<file path="config.mk">
export PLATFORM = sky130hd
export DESIGN_NAME = mc_control_unit
export DESIGN_NICKNAME = d
export VERILOG_FILES = /design/src/rtl/mc_ctrl_pkg.sv /design/src/rtl/mc_wait_timer.sv /design/src/rtl/mc_control_unit.sv
export SDC_FILE = /design/constraint.sdc
export NUM_CORES = 1
export LEC_CHECK = 0
export CORE_ASPECT_RATIO = 0.9
export CORE_MARGIN = 8
export CORE_UTILIZATION = 51
export DETAILED_ROUTE_END_ITERATION = 10
export GPL_TIMING_DRIVEN = 0
export PLACE_DENSITY = 0.85
export REMOVE_ABC_BUFFERS = 1
export SLEW_MARGIN = 20
export SYNTH_ARGS = -nofsm -noshare
export SYNTH_HDL_FRONTEND = slang
export SYNTH_SLANG_ARGS = --single-unit
</file>
<file path="constraint.sdc">
create_clock -name clk -period 6.48 [get_ports clk]
set_input_delay 1.62 -clock clk [delete_from_list [all_inputs] [get_ports clk]]
set_output_delay 1.62 -clock clk [all_outputs]
set_load 0.03 [all_outputs]
</file>
<file path="src/rtl/mc_ctrl_pkg.sv">
// Shared encodings for the multi-cycle MIPS control unit: opcodes, FSM states and datapath
// select values.
package mc_ctrl_pkg;

  localparam logic [5:0] OP_RTYPE = 6'b000000;
  localparam logic [5:0] OP_LW    = 6'b100011;
  localparam logic [5:0] OP_SW    = 6'b101011;
  localparam logic [5:0] OP_BEQ   = 6'b000100;
  localparam logic [5:0] OP_BNE   = 6'b000101;
  localparam logic [5:0] OP_J     = 6'b000010;
  localparam logic [5:0] OP_LUI   = 6'b001111;
  localparam logic [5:0] OP_SLTI  = 6'b001010;

  typedef enum logic [3:0] {
    StIdle    = 4'd0,
    StFetch   = 4'd1,
    StDecode  = 4'd2,
    StMemAdr  = 4'd3,
    StMemRd   = 4'd4,
    StMemWb   = 4'd5,
    StMemWr   = 4'd6,
    StExec    = 4'd7,
    StAluWb   = 4'd8,
    StBranch  = 4'd9,
    StJump    = 4'd10,
    StImmEx   = 4'd11,
    StImmWb   = 4'd12,
    StIllegal = 4'd13,
    StFault   = 4'd14
  } mc_state_e;

  localparam logic [1:0] ALU_OP_ADD   = 2'b00;
  localparam logic [1:0] ALU_OP_SUB   = 2'b01;
  localparam logic [1:0] ALU_OP_FUNCT = 2'b10;
  localparam logic [1:0] ALU_OP_SLT   = 2'b11;

  localparam logic [1:0] PC_SRC_ALU    = 2'b00;
  localparam logic [1:0] PC_SRC_ALUOUT = 2'b01;
  localparam logic [1:0] PC_SRC_JUMP   = 2'b10;

  localparam logic [1:0] ALU_B_RT      = 2'b00;
  localparam logic [1:0] ALU_B_FOUR    = 2'b01;
  localparam logic [1:0] ALU_B_IMM     = 2'b10;
  localparam logic [1:0] ALU_B_IMM_SH2 = 2'b11;

  // States that hold on the memory handshake and are covered by the wait timer.
  function automatic logic is_wait_state(mc_state_e s);
    return (s == StFetch) || (s == StMemRd) || (s == StMemWr);
  endfunction

endpackage

</file>
<file path="src/rtl/mc_wait_timer.sv">
// Per-access memory wait counter; flags a timeout when mem_ready stays low for MEM_TIMEOUT
// cycles of one access. MEM_TIMEOUT = 0 disables the timeout.
module mc_wait_timer #(
  parameter int unsigned MEM_TIMEOUT = 16
) (
  input  logic clk,
  input  logic rst_n,
  input  logic start,
  input  logic active,
  input  logic mem_ready,
  output logic timeout
);

  localparam int unsigned CntW    = (MEM_TIMEOUT > 1) ? $clog2(MEM_TIMEOUT) : 1;
  localparam bit          Enabled = (MEM_TIMEOUT != 0);
  localparam logic [CntW-1:0] CntLast = CntW'(MEM_TIMEOUT - 1);

  logic [CntW-1:0] wait_cnt_q, wait_cnt_d;
  logic            stalled;

  assign stalled = Enabled && active && !mem_ready;

  // Saturates at the last count; the FSM leaves the wait state on that cycle anyway.
  always_comb begin
    wait_cnt_d = wait_cnt_q;
    if (start) begin
      wait_cnt_d = '0;
    end else if (stalled && (wait_cnt_q != CntLast)) begin
      wait_cnt_d = wait_cnt_q + CntW'(1);
    end
  end

  assign timeout = stalled && (wait_cnt_q == CntLast);

  always_ff @(posedge clk or negedge rst_n) begin
    if (!rst_n) begin
      wait_cnt_q <= '0;
    end else begin
      wait_cnt_q <= wait_cnt_d;
    end
  end

endmodule

</file>
<file path="src/rtl/mc_control_unit.sv">
// Multi-cycle MIPS control FSM: sequences each instruction through fetch/decode/execute/
// memory/writeback and drives the shared datapath selects, with a memory-wait timeout.
module mc_control_unit
  import mc_ctrl_pkg::*;
#(
  parameter int unsigned OPCODE_W    = 6,
  parameter int unsigned MEM_TIMEOUT = 16,
  parameter bit          SUPPORT_IMM = 1'b1,
  parameter int unsigned STATE_W     = 4
) (
  input  logic                clk,
  input  logic                rst_n,
  input  logic [OPCODE_W-1:0] opcode,
  input  logic                mem_ready,
  output logic                mem_req,
  output logic                mem_read,
  output logic                mem_write,
  output logic                iord,
  output logic                ir_write,
  output logic                pc_write,
  output logic                pc_write_cond,
  output logic                branch_ne,
  output logic [1:0]          pc_src,
  output logic                alu_src_a,
  output logic [1:0]          alu_src_b,
  output logic [1:0]          alu_op,
  output logic                reg_dst,
  output logic                mem_to_reg,
  output logic                reg_write,
  output logic                lu_write,
  output logic                slti_en,
  output logic                instr_done,
  output logic                illegal_op,
  output logic                bus_fault,
  output logic [STATE_W-1:0]  state_o
);

  localparam logic [OPCODE_W-1:0] OpRtype = OPCODE_W'(OP_RTYPE);
  localparam logic [OPCODE_W-1:0] OpLw    = OPCODE_W'(OP_LW);
  localparam logic [OPCODE_W-1:0] OpSw    = OPCODE_W'(OP_SW);
  localparam logic [OPCODE_W-1:0] OpBeq   = OPCODE_W'(OP_BEQ);
  localparam logic [OPCODE_W-1:0] OpBne   = OPCODE_W'(OP_BNE);
  localparam logic [OPCODE_W-1:0] OpJ     = OPCODE_W'(OP_J);
  localparam logic [OPCODE_W-1:0] OpLui   = OPCODE_W'(OP_LUI);
  localparam logic [OPCODE_W-1:0] OpSlti  = OPCODE_W'(OP_SLTI);

  mc_state_e           state_q, state_d;
  logic [OPCODE_W-1:0] op_q, op_d;
  logic                bus_fault_q, bus_fault_d;
  logic                wait_start, wait_active, timeout;
  logic                is_slti, is_lui;

  assign is_slti = (op_q == OpSlti);
  assign is_lui  = (op_q == OpLui);

  // Counter restarts on every fresh entry into a handshake state.
  assign wait_start  = (state_d != state_q) && is_wait_state(state_d);
  assign wait_active = is_wait_state(state_q);

  mc_wait_timer #(
    .MEM_TIMEOUT(MEM_TIMEOUT)
  ) u_wait_timer (
    .clk      (clk),
    .rst_n    (rst_n),
    .start    (wait_start),
    .active   (wait_active),
    .mem_ready(mem_ready),
    .timeout  (timeout)
  );

  always_comb begin
    state_d     = state_q;
    op_d        = op_q;
    bus_fault_d = bus_fault_q | timeout;
    case (state_q)
      StIdle:   state_d = StFetch;
      StFetch: begin
        if (mem_ready)    state_d = StDecode;
        else if (timeout) state_d = StFault;
      end
      StDecode: begin
        op_d = opcode;
        case (opcode)
          OpLw, OpSw:     state_d = StMemAdr;
          OpRtype:        state_d = StExec;
          OpBeq, OpBne:   state_d = StBranch;
          OpJ:            state_d = StJump;
          OpLui, OpSlti:  state_d = SUPPORT_IMM ? StImmEx : StIllegal;
          default:        state_d = StIllegal;
        endcase
      end
      StMemAdr: state_d = (op_q == OpSw) ? StMemWr : StMemRd;
      StMemRd: begin
        if (mem_ready)    state_d = StMemWb;
        else if (timeout) state_d = StFault;
      end
      StMemWr: begin
        if (mem_ready)    state_d = StFetch;
        else if (timeout) state_d = StFault;
      end
      StExec:   state_d = StAluWb;
      StImmEx:  state_d = StImmWb;
      StMemWb, StAluWb, StBranch, StJump, StImmWb, StIllegal: state_d = StFetch;
      StFault:  state_d = StFault;
      default:  state_d = StIdle;
    endcase
  end

  always_ff @(posedge clk or negedge rst_n) begin
    if (!rst_n) begin
      state_q     <= StIdle;
      op_q        <= '0;
      bus_fault_q <= 1'b0;
    end else begin
      state_q     <= state_d;
      op_q        <= op_d;
      bus_fault_q <= bus_fault_d;
    end
  end

  always_comb begin
    mem_read      = 1'b0;
    mem_write     = 1'b0;
    iord          = 1'b0;
    ir_write      = 1'b0;
    pc_write      = 1'b0;
    pc_write_cond = 1'b0;
    branch_ne     = 1'b0;
    pc_src        = PC_SRC_ALU;
    alu_src_a     = 1'b0;
    alu_src_b     = ALU_B_RT;
    alu_op        = ALU_OP_ADD;
    reg_dst       = 1'b0;
    mem_to_reg    = 1'b0;
    reg_write     = 1'b0;
    lu_write      = 1'b0;
    slti_en       = 1'b0;
    instr_done    = 1'b0;
    illegal_op    = 1'b0;
    case (state_q)
      StFetch: begin
        mem_read  = 1'b1;
        alu_src_b = ALU_B_FOUR;
        ir_write  = mem_ready;
        pc_write  = mem_ready;
      end
      StDecode: alu_src_b = ALU_B_IMM_SH2;
      StMemAdr: begin
        alu_src_a = 1'b1;
        alu_src_b = ALU_B_IMM;
      end
      StMemRd: begin
        mem_read = 1'b1;
        iord     = 1'b1;
      end
      StMemWb: begin
        mem_to_reg = 1'b1;
        reg_write  = 1'b1;
        instr_done = 1'b1;
      end
      StMemWr: begin
        mem_write  = 1'b1;
        iord       = 1'b1;
        instr_done = mem_ready;
      end
      StExec: begin
        alu_src_a = 1'b1;
        alu_op    = ALU_OP_FUNCT;
      end
      StAluWb: begin
        reg_dst    = 1'b1;
        reg_write  = 1'b1;
        instr_done = 1'b1;
      end
      StBranch: begin
        alu_src_a     = 1'b1;
        alu_op        = ALU_OP_SUB;
        pc_src        = PC_SRC_ALUOUT;
        pc_write_cond = 1'b1;
        branch_ne     = (op_q == OpBne);
        instr_done    = 1'b1;
      end
      StJump: begin
        pc_src     = PC_SRC_JUMP;
        pc_write   = 1'b1;
        instr_done = 1'b1;
      end
      StImmEx: begin
        alu_src_a = 1'b1;
        alu_src_b = ALU_B_IMM;
        alu_op    = is_slti ? ALU_OP_SLT : ALU_OP_ADD;
        slti_en   = is_slti;
        lu_write  = is_lui;
      end
      StImmWb: begin
        reg_write  = 1'b1;
        slti_en    = is_slti;
        lu_write   = is_lui;
        instr_done = 1'b1;
      end
      StIllegal: illegal_op = 1'b1;
      default: ;
    endcase
  end

  assign mem_req   = mem_read | mem_write;
  assign bus_fault = bus_fault_q;
  assign state_o   = STATE_W'(state_q);

endmodule
</file>
==> results_tabular.tex <==
\begin{tabular}{lr}
\hline
Metric & Value \\
\hline
\multicolumn{2}{l}{\textbf{Outcome}} \\
Run status & complete, no violations \\
\multicolumn{2}{l}{\textbf{Setup path}} \\
Crit-path slowest cell & clkdlybuf4s50\_1 \\
Peak fanout along the critical path & 6 \\
Dominant cell type by count on the critical path & clkdlybuf4s50\_1 \\
Worst reg2reg path endpoint & u\_wait\_timer.wait\_cnt\_q[0] \\
Crit Path Class & primary input to output pin \\
Worst setup path startpoint & mem\_ready \\
FF-to-FF path depth & 6 \\
Signal arrival time at the worst endpoint & 3.21 ns \\
Crit path required time & 4.86 ns \\
Slowest stage delay, CP & 0.59 ns \\
Minimum setup slack among reg-to-reg paths & 3.93 ns \\
Cell chain of the critical path & clkdlybuf4s50\_1 > and3\_1 > or2\_2 > clkdlybuf4s50\_1 \\
Crit start category & primary input \\
Critical Path Sink & pc\_write \\
Critical R2R Launch & state\_o[0] \\
Crit. End Element & output pin \\
\multicolumn{2}{l}{\textbf{Timing}} \\
Worst slew margin & 53.75\% \\
Final cycle utilization of the critical path & 74.46\% \\
Clock skew after layout & 0.003198 ns \\
Endpoints failing hold & 0 \\
Final hold slack & 0.4631 ns \\
RSZ-0062 raised after global routing & no \\
Worst-margin pin slew & 0.6875 ns \\
Count of endpoints failing setup in the final report & 0 \\
Final number of max-transition violations & 0 \\
Final critical delay including setup and external delays & 4.825 ns \\
Achievable Freq & 207.2 MHz \\
Setup TNS Final & 0 ns \\
\multicolumn{2}{l}{\textbf{Route}} \\
Number of iterations in the first detailed-routing pass & 4 \\
Uppermost layer routed & met4 \\
Vias & 1294 \\
Detailed Route Iter0 Violations & 100 \\
Vias per cell & 6.019 \\
DRC & 0 \\
DR WL met3 & 314 microns \\
Final WL & 3223 microns \\
Routed Antenna Nets & 0 \\
Wire length on met2 & 1514 microns \\
Met1 layer wirelength in the final routing & 1360 microns \\
Wire length per cell & 14.99 microns \\
\multicolumn{2}{l}{\textbf{Place}} \\
Final weighted congestion in routability-driven placement & 0.9010 \\
HPWL Detailed & 2558 microns \\
Count of buffers inserted at the top-level ports & 35 \\
\multicolumn{2}{l}{\textbf{Synthesis}} \\
Seq cells post-synth & 15 \\
Mapped cell area & 1269 sq um \\
Biggest area consumer among synthesized cells & dfrtp\_1 \\
Number of distinct library cells after synthesis & 48 \\
Mapped Avg Cell Area & 7.979 sq um \\
Post-synthesis async set-or-reset flop share & 100.0\% \\
Number of synthesized flops with an enable pin & 0 \\
Fraction of synthesized cell area taken by the top area cell type & 29.59\% \\
Largest cells by area after synthesis & dfrtp\_1 30\%, mux2\_2 6.2\%, nor2\_1 6.2\%, nand2\_1 3.6\%, nor3\_1 3.2\% \\
YS warnings & 0 \\
Most used flip-flop cell after synthesis & dfrtp\_1 \\
Post-Synthesis Cells & 159 \\
Sequential share of the synthesized area & 29.59\% \\
\multicolumn{2}{l}{\textbf{Clocking}} \\
Number of CTS-inserted buffers & 3 \\
Post-CTS Setup Bufs & 0 \\
Latest clock arrival within the worst-skew pair & 0.28 ns \\
CTS clk-pin slew, worst paths & 0.08 ns \\
Number of buffers between clock root and the deepest sink & 2 \\
Cell at the root of the clock tree & clkbuf\_4 \\
Hold buffers post-CTS & 0 \\
Number of H-tree branching levels & 1 \\
Resize count post-CTS & 0 \\
Clock tree from TritonCTS & done \\
Clock tree sinks & 15 \\
\multicolumn{2}{l}{\textbf{Floorplanning}} \\
Starting Density & 52.79\% \\
Die Outline Area & 4342 sq um \\
Total core area & 2404 sq um \\
Die Wd & 68.58 microns \\
Site Rows & 17 \\
Vert. Die Dim & 63.32 microns \\
Ports & 36 \\
\multicolumn{2}{l}{\textbf{GRT}} \\
Largest net degree at the start of global routing & 24 \\
Aggregate global-route resource usage & 14.51\% \\
Vias in the first global route & 1153 \\
Wire length of the first global-routing pass & 5119 microns \\
Overflow left after global routing & 0 \\
Number of antenna violations at the first check in global routing & 0 \\
\multicolumn{2}{l}{\textbf{Pwr}} \\
Leakage dissipation & 0.0006785 uW \\
Maximum ir drop on the vdd rail & 0.3984 mV \\
Power Density & 523.8 nW/um\^{}2 \\
\multicolumn{2}{l}{\textbf{Final layout}} \\
Highest-count cells in the layout ignoring fill and taps & 35 x clkdlybuf4s50\_1, 21 x nor2\_1, 15 x dfrtp\_1 \\
Fill count & 206 \\
Number of nets in the layout & 198 \\
Leading cell type in the layout, fill and taps excluded & clkdlybuf4s50\_1 \\
Number of diodes & 0 \\
Synth-to-Final Area Change & 27.42\% \\
Fraction of final layout cells sized beyond drive strength 1 & 10.16\% \\
\multicolumn{2}{l}{\textbf{Job}} \\
Number of max-capacitance violations reported & 0 \\
\multicolumn{2}{l}{\textbf{Min path}} \\
Hold crit path type & flop to flop \\
\hline
\end{tabular}
-- Yosys cell counts (2+ instances only) --
| master | instances |
|---|---|
| nand3_1 | 6 |
| a21boi_0 | 2 |
| a21oi_1 | 7 |
| or3b_2 | 2 |
| nor2_1 | 21 |
| a31oi_1 | 2 |
| o21a_1 | 2 |
| or2_2 | 2 |
| nor2b_1 | 3 |
| nor4_1 | 4 |
| o22ai_1 | 2 |
| xnor2_1 | 2 |
| inv_1 | 5 |
| o211ai_1 | 3 |
| a21o_1 | 2 |
| mux2_2 | 7 |
| buf_2 | 3 |
| xor2_1 | 2 |
| nand2_1 | 12 |
| buf_6 | 2 |
| nor3_1 | 8 |
| dfrtp_1 | 15 |
| and3b_1 | 2 |
| nand2b_1 | 4 |
| o21ai_0 | 8 |
| clkbuf_1 | 4 |
| and3_1 | 6 |
-- cell type report --
class / count / area [sq um] / share of cell area (%)
Multi-Input combinational cell: 128 / 810.8 / 50.15
Inverter: 5 / 18.77 / 1.161
Sequential cell: 15 / 375.4 / 23.22
Timing Repair Buffer: 35 / 350.3 / 21.67
Clock buffer: 4 / 26.28 / 1.625
Tap cell: 28 / 35.03 / 2.167
-- critical path, delay by kind of cell --
kind                   cells  cell delay [ns]
AND/OR/NAND/NOR            2             0.48
buffers and inverters      2             1.10
-- logic make-up (layout without fill, tap and decap cells) --
| group | Yosys count | in the layout | synth area share (%) |
|---|---|---|---|
| buffers and inverters | 16 | 44 | 6.508 |
| flip-flops | 15 | 15 | 29.59 |
| XOR/XNOR | 4 | 4 | 2.762 |
| AND/OR/NAND/NOR | 79 | 79 | 34.42 |
| adder cells (fa/ha/maj) | 1 | 1 | 0.9860 |
| AO/OA/AOI/OAI | 36 | 36 | 18.74 |
| multiplexers | 8 | 8 | 7.002 |
-- power breakdown --
part | internal, uW | switching [uW]
clock | 23.9 | 29.0
combinational | 252 | 330
sequential | 130 | 81.7
-- metrics by stage --
stage          power [uW]  area [sq um]  util, %  setup WS (ns)  cells
2_1_floorplan       592.2          1205        -          1.929    148
3_3_place_gp        779.0          1590    66.16          1.691    211
3_5_place_dp        792.9          1590    66.16          1.675    211
4_1_cts             848.0          1617    67.26          1.675    215
5_1_grt             909.5          1617    67.26          1.619    215
6_report            846.7          1617    67.26          1.655    215
-- registers in the layout, summed over array words and instances (netlist names) --
name / flops
bus_fault: 1
op_q: 6
u_wait_timer.wait_cnt_q: 4
state_o: 4
-- worst min path at each step --
stage / from / to / slack (ns) / cells past startpoint
2_1_floorplan: op_q[4] / op_q[4] / 0.49 / 2
3_3_place_gp: bus_fault / bus_fault / 0.44 / 1
3_5_place_dp: bus_fault / bus_fault / 0.44 / 1
4_1_cts: bus_fault / bus_fault / 0.46 / 1
5_1_grt: bus_fault / bus_fault / 0.51 / 1
6_report: bus_fault / bus_fault / 0.46 / 1
-- per-layer routing --
| metal | up-vias | track usage [%] |
|---|---|---|
| met2 | 35 | 23.69 |
| met4 | 0 | 6.138 |
| met5 | - | 0 |
| met1 | 615 | 17.86 |
| met3 | 4 | 2.473 |
| li1 | 640 | - |
(Power assumes the default switching activity.)
